File: src/rtl/feature_window_engine.sv
`default_nettype none
// ============================================================================
//  Module      : feature_window_engine
//  Description : Windowed market-feature extractor. Tracks price/volume rings,
//                EMA deviation stats and buy/sell pressure, and emits one
//                8-byte feature frame per window over a valid/ready port.
//  Revision    : 1.0 - initial release
// ============================================================================
module feature_window_engine #(
  parameter int DW        = 12,
  parameter int RING_LOG2 = 2,
  parameter int WIN_LOG2  = 8,
  parameter int EMA_SH    = 3,
  parameter int RST_LEVEL = 100
) (
  input  logic          clk,
  input  logic          rst_n,
  input  logic          in_valid,
  input  logic [1:0]    input_type,
  input  logic [DW-1:0] price_data,
  input  logic [DW-1:0] volume_data,
  input  logic          clear,
  output logic          feat_valid,
  input  logic          feat_ready,
  output logic [63:0]   features,
  output logic          overrun
);

  localparam int                    c_depth    = 1 << RING_LOG2;
  localparam int                    c_sw       = DW + RING_LOG2;
  localparam logic [DW-1:0]         c_rst_val  = DW'(RST_LEVEL);
  localparam logic [c_sw-1:0]       c_rst_sum  = c_sw'(RST_LEVEL) << RING_LOG2;
  localparam logic [DW-1:0]         c_sat8     = DW'(255);
  localparam logic [DW+1:0]         c_sat8_ext = (DW+2)'(255);
  localparam logic signed [DW+1:0]  c_tr_pos   = (DW+2)'(127);
  localparam logic signed [DW+1:0]  c_tr_neg   = -(DW+2)'(127);

  // Registered statistics state
  logic [DW-1:0]        r_pring [c_depth];
  logic [RING_LOG2-1:0] r_pptr;
  logic [c_sw-1:0]      r_psum;
  logic [DW-1:0]        r_vring [c_depth];
  logic [RING_LOG2-1:0] r_vptr;
  logic [c_sw-1:0]      r_vsum;
  logic [DW-1:0]        r_cur_vol;
  logic [DW-1:0]        r_mad;
  logic [7:0]           r_acc;
  logic [7:0]           r_buy;
  logic [7:0]           r_sell;
  logic [WIN_LOG2-1:0]  r_wcnt;

  // Sample decode and window timing
  logic w_is_price, w_is_vol, w_buy_evt, w_sell_evt;
  logic w_tc, w_emit, w_xfer;
  assign w_is_price = in_valid && (input_type == 2'b00);
  assign w_is_vol   = in_valid && (input_type == 2'b01);
  assign w_buy_evt  = in_valid && (input_type == 2'b10);
  assign w_sell_evt = in_valid && (input_type == 2'b11);
  assign w_tc       = &r_wcnt;
  assign w_emit     = w_tc && !clear;
  assign w_xfer     = feat_valid && feat_ready;

  // Ring averages (sum >> RING_LOG2) and price deviation
  logic [DW-1:0]        w_pavg, w_vavg, w_delta, w_mad_next;
  logic [7:0]           w_delta8, w_acc_next;
  logic [c_sw-1:0]      w_psum_next, w_vsum_next;
  logic [RING_LOG2-1:0] w_newest_idx;
  logic [DW-1:0]        w_newest, w_oldest, w_span;
  assign w_pavg       = r_psum[c_sw-1:RING_LOG2];
  assign w_vavg       = r_vsum[c_sw-1:RING_LOG2];
  assign w_delta      = (price_data >= w_pavg) ? (price_data - w_pavg) : (w_pavg - price_data);
  assign w_delta8     = (w_delta > c_sat8) ? 8'hFF : w_delta[7:0];
  assign w_mad_next   = r_mad - (r_mad >> EMA_SH) + (w_delta >> EMA_SH);
  assign w_acc_next   = r_acc - (r_acc >> EMA_SH) + (w_delta8 >> EMA_SH);
  assign w_psum_next  = r_psum + {{RING_LOG2{1'b0}}, price_data} - {{RING_LOG2{1'b0}}, r_pring[r_pptr]};
  assign w_vsum_next  = r_vsum + {{RING_LOG2{1'b0}}, volume_data} - {{RING_LOG2{1'b0}}, r_vring[r_vptr]};
  assign w_newest_idx = r_pptr - RING_LOG2'(1);
  assign w_newest     = r_pring[w_newest_idx];
  assign w_oldest     = r_pring[r_pptr];
  assign w_span       = (w_newest >= w_oldest) ? (w_newest - w_oldest) : (w_oldest - w_newest);

  // Buy/sell pressure: saturating count, halved with fresh event at window end
  logic [7:0] w_buy_next, w_sell_next;
  assign w_buy_next  = w_tc ? ({1'b0, r_buy[7:1]} + {7'b0, w_buy_evt})
                            : ((r_buy == 8'hFF) ? r_buy : r_buy + {7'b0, w_buy_evt});
  assign w_sell_next = w_tc ? ({1'b0, r_sell[7:1]} + {7'b0, w_sell_evt})
                            : ((r_sell == 8'hFF) ? r_sell : r_sell + {7'b0, w_sell_evt});

  // Frame assembly from current (pre-update) register values
  logic signed [DW+1:0] w_trend;
  logic [DW+1:0]        w_cv_ext, w_vhalf, w_v1, w_v2, w_v4, w_mad4;
  logic [8:0]           w_b9, w_s9, w_b15, w_s15, w_bs;
  logic [63:0]          w_frame;
  assign w_trend  = $signed({2'b00, w_newest}) - $signed({2'b00, w_pavg});
  assign w_cv_ext = {2'b00, r_cur_vol};
  assign w_vhalf  = {3'b000, w_vavg[DW-1:1]};
  assign w_v1     = {2'b00, w_vavg};
  assign w_v2     = {1'b0, w_vavg, 1'b0};
  assign w_v4     = {w_vavg, 2'b00};
  assign w_mad4   = {r_mad, 2'b00};
  assign w_b9     = {1'b0, r_buy};
  assign w_s9     = {1'b0, r_sell};
  assign w_b15    = w_b9 + {2'b00, r_buy[7:1]};
  assign w_s15    = w_s9 + {2'b00, r_sell[7:1]};
  assign w_bs     = w_b9 + w_s9;

  // Combine the eight feature bytes
  always_comb begin
    w_frame = '0;
    w_frame[7:0]   = (w_span > c_sat8) ? 8'hFF : w_span[7:0];
    w_frame[15:8]  = r_acc;
    if (w_trend > c_tr_pos)      w_frame[23:16] = 8'd255;
    else if (w_trend < c_tr_neg) w_frame[23:16] = 8'd1;
    else                         w_frame[23:16] = 8'd128 + w_trend[7:0];
    if (w_cv_ext < w_vhalf)      w_frame[31:24] = 8'd0;
    else if (w_cv_ext < w_v1)    w_frame[31:24] = 8'd64;
    else if (w_cv_ext < w_v2)    w_frame[31:24] = 8'd128;
    else if (w_cv_ext < w_v4)    w_frame[31:24] = 8'd192;
    else                         w_frame[31:24] = 8'd255;
    w_frame[39:32] = w_vavg[DW-1:DW-8];
    if (r_buy == 8'd0 && r_sell == 8'd0) w_frame[47:40] = 8'd128;
    else if (r_buy == 8'd0)              w_frame[47:40] = 8'd0;
    else if (r_sell == 8'd0)             w_frame[47:40] = 8'd255;
    else if (w_b9 > w_s15)               w_frame[47:40] = 8'd192;
    else if (w_s9 > w_b15)               w_frame[47:40] = 8'd64;
    else                                 w_frame[47:40] = 8'd128;
    w_frame[55:48] = (w_mad4 > c_sat8_ext) ? 8'hFF : w_mad4[7:0];
    w_frame[63:56] = w_bs[8] ? 8'hFF : w_bs[7:0];
  end

  // Output slot: load at window end if free or draining, otherwise drop and flag
  always_ff @(posedge clk or negedge rst_n) begin
    if (!rst_n) begin
      feat_valid <= 1'b0;
      features   <= '0;
      overrun    <= 1'b0;
    end else begin
      overrun <= 1'b0;
      if (w_emit && (!feat_valid || w_xfer)) begin
        features   <= w_frame;
        feat_valid <= 1'b1;
      end else begin
        if (w_xfer) feat_valid <= 1'b0;
        if (w_emit) overrun <= 1'b1;
      end
    end
  end

  // Statistics update; soft clear restores the reset picture
  always_ff @(posedge clk or negedge rst_n) begin
    if (!rst_n) begin
      for (int k = 0; k < c_depth; k++) begin
        r_pring[k] <= c_rst_val;
        r_vring[k] <= c_rst_val;
      end
      r_pptr    <= '0;
      r_vptr    <= '0;
      r_psum    <= c_rst_sum;
      r_vsum    <= c_rst_sum;
      r_cur_vol <= c_rst_val;
      r_mad     <= '0;
      r_acc     <= '0;
      r_buy     <= '0;
      r_sell    <= '0;
      r_wcnt    <= '0;
    end else if (clear) begin
      for (int k = 0; k < c_depth; k++) begin
        r_pring[k] <= c_rst_val;
        r_vring[k] <= c_rst_val;
      end
      r_pptr    <= '0;
      r_vptr    <= '0;
      r_psum    <= c_rst_sum;
      r_vsum    <= c_rst_sum;
      r_cur_vol <= c_rst_val;
      r_mad     <= '0;
      r_acc     <= '0;
      r_buy     <= '0;
      r_sell    <= '0;
      r_wcnt    <= '0;
    end else begin
      r_wcnt <= r_wcnt + 1'b1;
      if (w_is_price) begin
        r_pring[r_pptr] <= price_data;
        r_pptr          <= r_pptr + 1'b1;
        r_psum          <= w_psum_next;
        r_mad           <= w_mad_next;
        r_acc           <= w_acc_next;
      end
      if (w_is_vol) begin
        r_vring[r_vptr] <= volume_data;
        r_vptr          <= r_vptr + 1'b1;
        r_vsum          <= w_vsum_next;
        r_cur_vol       <= volume_data;
      end
      r_buy  <= w_buy_next;
      r_sell <= w_sell_next;
    end
  end

endmodule
`default_nettype wire

File: config.mk
export PLATFORM = sky130hd
export DESIGN_NAME = feature_window_engine
export DESIGN_NICKNAME = d
export VERILOG_FILES = /design/src/rtl/feature_window_engine.sv
export SDC_FILE = /design/constraint.sdc
export NUM_CORES = 1
export LEC_CHECK = 0
export ABC_AREA = 1
export BUFFER_PORTS_ARGS = -buffer_cell sky130_fd_sc_hd__buf_2
export CAP_MARGIN = 20
export CORE_ASPECT_RATIO = 1.75
export CORE_MARGIN = 1.5
export CORE_UTILIZATION = 52
export DETAILED_ROUTE_END_ITERATION = 12
export GPL_ROUTABILITY_DRIVEN = 0
export PLACE_DENSITY = 0.69
export REMOVE_ABC_BUFFERS = 1
export SLEW_MARGIN = 5
export SYNTH_ARGS = -nofsm -noshare
export SYNTH_HDL_FRONTEND = slang
export SYNTH_SLANG_ARGS = --single-unit
File: constraint.sdc
create_clock -name clk -period 4.85 [get_ports clk]
set_clock_uncertainty 0.15 [all_clocks]
set_input_delay 0.2425 -clock clk [delete_from_list [all_inputs] [get_ports clk]]
set_output_delay 0.2425 -clock clk [all_outputs]
set_load 0.02 [all_outputs]
# ---- Word level (Yosys, flattened, before mapping)
# Cells that the tools add are included.
dict set report totals {
  ff_bits 250
  wordCells 155
}
dict set report op_classes {
  add_sub_neg 25
  n_lt_le_gt_ge 18
  eq_ne 7
  mux 61
  bitwise 3
  reduce_logical 20
}
# operator count
set ops {}
lappend ops {{48-bit two-way mux} 4}
lappend ops {{8-bit two-way mux} 22}
lappend ops {{12-bit two-way mux} 14}
lappend ops {{48-bit bitwise mux} 2}
lappend ops {{12-bit binary-select mux with 2-bit select} 3}
lappend ops {{14-bit two-way mux} 4}
lappend ops {{12-bit demux with 2-bit select} 2}
lappend ops {{12-bit subtractor} 4}
lappend ops {{14-bit by 12-bit adder with 14-bit output} 2}
lappend ops {{14-bit by 12-bit subtractor with 14-bit output} 2}
lappend ops {{12-bit greater-or-equal comparator} 2}
lappend ops {{12-bit by 8-bit greater-than comparator with 1-bit output, second input constant} 2}
lappend ops {{8-bit by 7-bit adder with 9-bit output} 2}
lappend ops {{8-bit by 9-bit greater-than comparator with 1-bit output} 2}
lappend ops {{7-bit by 1-bit adder with 8-bit output} 2}
lappend ops {{8-bit by 1-bit adder with 8-bit output} 2}
lappend ops {{8-bit == test, second input constant} 2}
lappend ops {{8-bit zero test} 2}
lappend ops {{14-bit by 8-bit greater-than comparator with 1-bit output, second input constant} 1}
lappend ops {{12-bit by 14-bit < comparator with 1-bit output} 1}
lappend ops {{13-bit by 8-bit greater-than comparator with 1-bit output, second input constant} 1}
lappend ops {{12-bit by 13-bit < comparator with 1-bit output} 1}
lappend ops {{13-bit by 8-bit < comparator with 1-bit output, second input constant} 1}
lappend ops {{12-bit by 12-bit subtractor with 13-bit output} 1}
lappend ops {{27 further kinds} 53}

# ---- Depth between registers and ports, before layout
dict set report depth {
  depth_word 9
  ltp_mapped 28
  depth_no_buf 28
}

# ---- Worst setup path before layout
# OpenSTA, ideal clock, no wires.
dict set report synth_path {
  path_type {flip-flop to flip-flop}
  start {register r_pptr[0]}
  end {register features[1]}
  setup_ns 0.117
  arrival_ns 3.633
  required_time_ns 4.583
  path_slack_ns 0.950
  stages_incl_launch_ff 25
  cell_sequence {dfrtp_1 > clkbuf_1 > inv_2 > buf_1 > ha_1 > inv_1 > buf_1 > a32oi_1 > inv_1 > ha_1 > inv_1 > fa_1 > inv_1 > nor2_2 > nor2_4 > nand2_1 > nand2_1 > inv_2 > nor2_2 > buf_6 > nand2_1 > a21oi_4 > nand3_1 > o21ai_1 > inv_2}
}
dict set report synth_between {
  elab_chain_cells 9
  elab_cells_between_ends 15
  cone_classes {add/sub: 3; order compare: 2; mux: 8; bitwise: 2}
}
# element line
set synth_rtl {}
lappend synth_rtl {{start, declared} 40} ;# logic [RING_LOG2-1:0] r_pptr;
lappend synth_rtl {{start signal, assigned} 185} ;# r_pptr <= r_pptr + 1'b1;
lappend synth_rtl {{2-bit by 1-bit subtractor with 2-bit output} 77} ;# assign w_newest_idx = r_pptr - RING_LOG2'(1);
lappend synth_rtl {{2-bit NOT with 3-bit output (not written as such)} 78} ;# assign w_newest = r_pring[w_newest_idx];
lappend synth_rtl {{12-bit binary-select mux with 2-bit select} 78}
lappend synth_rtl {{12-bit two-way mux (not written as such) (2 in series)} 78}
lappend synth_rtl {{12-bit subtractor / 12-bit greater-or-equal comparator (equally long branches)} 80} ;# assign w_span = (w_newest >= w_oldest) ? (w_newest - w_oldest) : (w_oldest - w_newest);
lappend synth_rtl {{12-bit two-way mux (*)} 80}
lappend synth_rtl {{12-bit by 8-bit greater-than comparator with 1-bit output} 110} ;# w_frame[7:0] = (w_span > c_sat8) ? 8'hFF : w_span[7:0];
lappend synth_rtl {{8-bit two-way mux (*)} 110}
lappend synth_rtl {{end signal, assigned} 140} ;# features <= w_frame;
lappend synth_rtl {{end, declared} 25} ;# output logic [63:0] features,
# Mark *: on every way between the ends. The rest lies on a longest branch, timed or not. The select of a mux whose other input is x is not followed.
# A chain may end at the register's enable or synchronous reset.

# ---- Final worst setup path
dict set report layout_path {
  start {register r_psum[2]}
  end {register r_acc[5]}
}
dict set report layout_between {
  elab_chain_cells 7
  elab_cells_between_ends 9
  cone_classes {add/sub: 3; order compare: 2; mux: 4}
}
# element line
set layout_rtl {}
lappend layout_rtl {{start, declared} 41} ;# logic [c_sw-1:0] r_psum;
lappend layout_rtl {{start signal, assigned} 158} ;# r_psum <= c_rst_sum;
lappend layout_rtl {{start signal, assigned} 173} ;# r_psum <= c_rst_sum;
lappend layout_rtl {{start signal, assigned} 186} ;# r_psum <= w_psum_next;
lappend layout_rtl {{12-bit subtractor / 12-bit greater-or-equal comparator (equally long branches)} 71} ;# assign w_delta = (price_data >= w_pavg) ? (price_data - w_pavg) : (w_pavg - price_data);
lappend layout_rtl {{12-bit two-way mux (*)} 71}
lappend layout_rtl {{12-bit by 8-bit greater-than comparator with 1-bit output} 72} ;# assign w_delta8 = (w_delta > c_sat8) ? 8'hFF : w_delta[7:0];
lappend layout_rtl {{8-bit two-way mux (*)} 72}
lappend layout_rtl {{8-bit by 5-bit adder with 8-bit output (*)} 74} ;# assign w_acc_next = r_acc - (r_acc >> EMA_SH) + (w_delta8 >> EMA_SH);
lappend layout_rtl {{8-bit two-way mux (*)} 183} ;# if (w_is_price) begin
lappend layout_rtl {{8-bit two-way mux (*)} 166} ;# end else if (clear) begin
lappend layout_rtl {{end signal, assigned} 188} ;# r_acc <= w_acc_next;
lappend layout_rtl {{end, declared} 47} ;# logic [7:0] r_acc;
# Marked as above.

==> out/metrics.csv <==
metric,value,unit
dominantRegCellSynth,sky130_fd_sc_hd__dfrtp_1,
cts.path.max_buffers,3,
cp.required,5170,ps
holdCritPathClass,in -> reg,
drc_violations_left,0,
postRouteAntennaNets,0,
clk_transition_reported_paths,60,ps
timing.setup.tns,0,ps
slew_viol_final,0,
synth_top_cell_area_share,26.3,%
synthesized_cell_area,0.0196,mm2
gr-usage-met1,29.6,%
worstHoldPathCells,3,
vias_in_the_first_global_route,18500,
cts_max_level,1,
ys_seq_area_share,30.7,%
place_area,0.0206,mm2
critical_path.slowest_cell,sky130_fd_sc_hd__fa_1,
grt_most_used_layer,met2,
grt_max_degree,106,
finish.net_count,3074,
timing.critical_path.mode_cell,sky130_fd_sc_hd__nand2_1,
ir_drop,238,uV
synth_cell_types,54,
rr_endpoint,r_acc[5],
number_of_cells_produced_by_synthesis,2674,
finish.utilization,58.1,%
crit_path_max_incr_delay,430,ps
grt_setup_unrepaired,false,
syn-mean-instance-area,7.34,um2
grt_util_met3,3.04,%
final_layout_size_suffix_gt1_share,9.69,%
dr.first_iter.drc_count,1048,
worstSetupPathType,reg -> reg,
timing.critical_path.max_delay_family,adder cells,
cts-buffers-inserted,25,
drt-total-wl,54900,um
fmax,231,MHz
initial_antenna_violation_count,0,
die_y,260,um
floorplan.rows,94,
timing.final.ws_setup,518,ps
power_leakage,0.0115,uW
final-setup-viol-count,0,
cp_max_fo,5,
cts_tree,built,
layout.cell_area.non_filler,0.0217,mm2
post_cts_hold_buffer_count,29,
routed_wire_length_per_instance,16.7,um
post_route_total_power,7390,uW
global_route.usage.total,28.7,%
synth-warning-count,0,
asyncSetResetFlopFracSynth,100,%
clkLatencyLatePin,560,ps
cts.sink_count,239,
syn_to_final_growth,10.8,%
die-width,150,um
dp_hpwl,42600,um
status,"complete, no violations",
pwr_density_cell,340,mW/mm2
die-area,0.0390,mm2
setup.worst_path.start,r_psum[2],
cp.buffers_inverters,4,
final_common_cell,sky130_fd_sc_hd__nand2_1,
worstSetupStartpointType,register,
reg2reg_depth,28,
timing.critical_path.arrival,4660,ps
start_util,52.5,%
setup.reg_to_reg.worst_slack,520,ps
most_area_hungry_cell_type_in_the_yosys_netlist,sky130_fd_sc_hd__dfrtp_1,
post_drt_via_cell_ratio,5.55,
antenna-diode-count,0,
critPathCaptureType,register,
whs_endpoint,r_pring[37],
grt.overflow.total,0,
main_area_contributors_after_synthesis,"sky130_fd_sc_hd__dfrtp_1, sky130_fd_sc_hd__ha_1, sky130_fd_sc_hd__nand2_1, sky130_fd_sc_hd__inv_1, sky130_fd_sc_hd__a21oi_1",
relSlewSlack,36.0,%
crit-reg2reg-launch,r_psum[2],
max_cap_viol_count,0,
first_pass_grt_wire_length,89200,um
post_cts_repair_timing_setup_buffer_count,0,
cts-resized-gates,0,
synth_enable_flop_cells,0,
core_area,0.0374,mm2
grt.met2_usage,53.3,%
max_slew.worst_pin.slew,960,ps
ffs_latches_synth,239,
design.portCount,97,
final_critical_path_share_of_the_clock_period,89.3,%
post-place-ws,528,ps
min_from,price_data[1],
layout.cells.most_common_list,"sky130_fd_sc_hd__nand2_1, sky130_fd_sc_hd__inv_1, sky130_fd_sc_hd__nor2_1",
report.final.hold_viol_count,0,
clockRootBuffer,sky130_fd_sc_hd__clkbuf_16,
period_needed,4330,ps
routed-via-count,18200,
drt_pre_antenna_iters,6,
placement.io_buffers,96,
==> metrics by stage <==
| step | hold slack [ps] | cells |
|---|---|---|
| 2_1_floorplan | -203 | 2603 |
| 3_3_place_gp | 166 | 3209 |
| 3_5_place_dp | 174 | 3209 |
| 4_1_cts | 43.5 | 3284 |
| 5_1_grt | 140 | 3286 |
| 6_report | 75.3 | 3286 |
==> sequential cells by signal (all words and copies together) (netlist names), 8 cells and up <==
signal,count
features,53
r_acc,8
r_buy,8
r_cur_vol,12
r_mad,12
r_pring,48
r_psum,14
r_sell,8
r_vring,48
r_vsum,14
r_wcnt,8
==> how the worst max path moves through the flow <==
stage	slack, ps	to	cells past startpoint
finish	520	r_acc[5]	28
global route	80	r_acc[5]	28
CTS	530	r_acc[5]	27
detailed placement	530	r_acc[5]	27
global placement	700	r_acc[5]	26
floorplan	-140	features[1]	22
==> worst min-delay path: cells and delay by family <==
kind	cells	cell delay, ps
buffers and inverters	2	300
AO/OA/AOI/OAI	1	170
==> power by group <==
| part | internal (uW) | switching (uW) | total [uW] |
|---|---|---|---|
| combinational | 1150 | 2050 | 3200 |
| sequential | 2080 | 66.0 | 2150 |
| clock | 1190 | 854 | 2040 |
| total | 4420 | 2970 | 7390 |
==> cell families after synthesis <==
family | Yosys count | synth area share [%]
AO/OA/AOI/OAI | 539 | 15.6
XOR/XNOR | 49 | 2.19
adder cells (fa/ha/maj) | 256 | 18.1
buffers and inverters | 521 | 10.7
flip-flops | 239 | 30.7
AND/OR/NAND/NOR | 1070 | 22.8
==> layout make-up <==
| cell class | instances | area, um2 |
|---|---|---|
| fillers | 3495 | 15700 |
| inverters | 450 | 1690 |
| clock buffers | 33 | 707 |
| clock inverters | 13 | 153 |
| multi-input cells | 1914 | 11500 |
| repair buffers | 157 | 1070 |
| well taps | 480 | 601 |
| flip-flops and latches | 239 | 6020 |
==> routing by layer <==
layer,share of wire [%],wire length [um]
met5,0,0
met3,4.0,2220
met2,52,28400
met1,37,20200
met4,7.5,4140
==> synthesized netlist by cell type, types with 2 or more instances <==
cell	n
sky130_fd_sc_hd__inv_1	430
sky130_fd_sc_hd__dfrtp_1	206
sky130_fd_sc_hd__nand4_1	26
sky130_fd_sc_hd__buf_4	19
sky130_fd_sc_hd__a21oi_1	191
sky130_fd_sc_hd__o211ai_1	4
sky130_fd_sc_hd__a31oi_1	14
sky130_fd_sc_hd__xor2_1	32
sky130_fd_sc_hd__a31o_2	2
sky130_fd_sc_hd__nor3_1	12
sky130_fd_sc_hd__o21bai_1	6
sky130_fd_sc_hd__buf_2	8
sky130_fd_sc_hd__clkbuf_1	29
sky130_fd_sc_hd__o22ai_1	54
sky130_fd_sc_hd__buf_6	9
sky130_fd_sc_hd__o21ai_1	17
sky130_fd_sc_hd__a21oi_2	5
sky130_fd_sc_hd__clkinv_1	4
sky130_fd_sc_hd__o32ai_1	2
sky130_fd_sc_hd__a21boi_0	3
sky130_fd_sc_hd__ha_1	210
sky130_fd_sc_hd__o31ai_1	4
sky130_fd_sc_hd__fa_1	46
sky130_fd_sc_hd__nand3_2	2
sky130_fd_sc_hd__a21o_1	16
sky130_fd_sc_hd__xnor2_1	17
sky130_fd_sc_hd__o21ai_2	4
sky130_fd_sc_hd__nor2_1	220
sky130_fd_sc_hd__or2_2	7
sky130_fd_sc_hd__o21a_1	5
sky130_fd_sc_hd__o21ai_0	182
sky130_fd_sc_hd__nand3_1	139
sky130_fd_sc_hd__nand2_1	631
sky130_fd_sc_hd__nand2_2	7
sky130_fd_sc_hd__nor2_4	9
sky130_fd_sc_hd__nor2_2	8
sky130_fd_sc_hd__buf_1	6
sky130_fd_sc_hd__dfstp_2	33
sky130_fd_sc_hd__o41ai_1	2
sky130_fd_sc_hd__nand2_4	3
sky130_fd_sc_hd__inv_2	15
sky130_fd_sc_hd__a32oi_1	23
(Power assumes the default switching activity.)
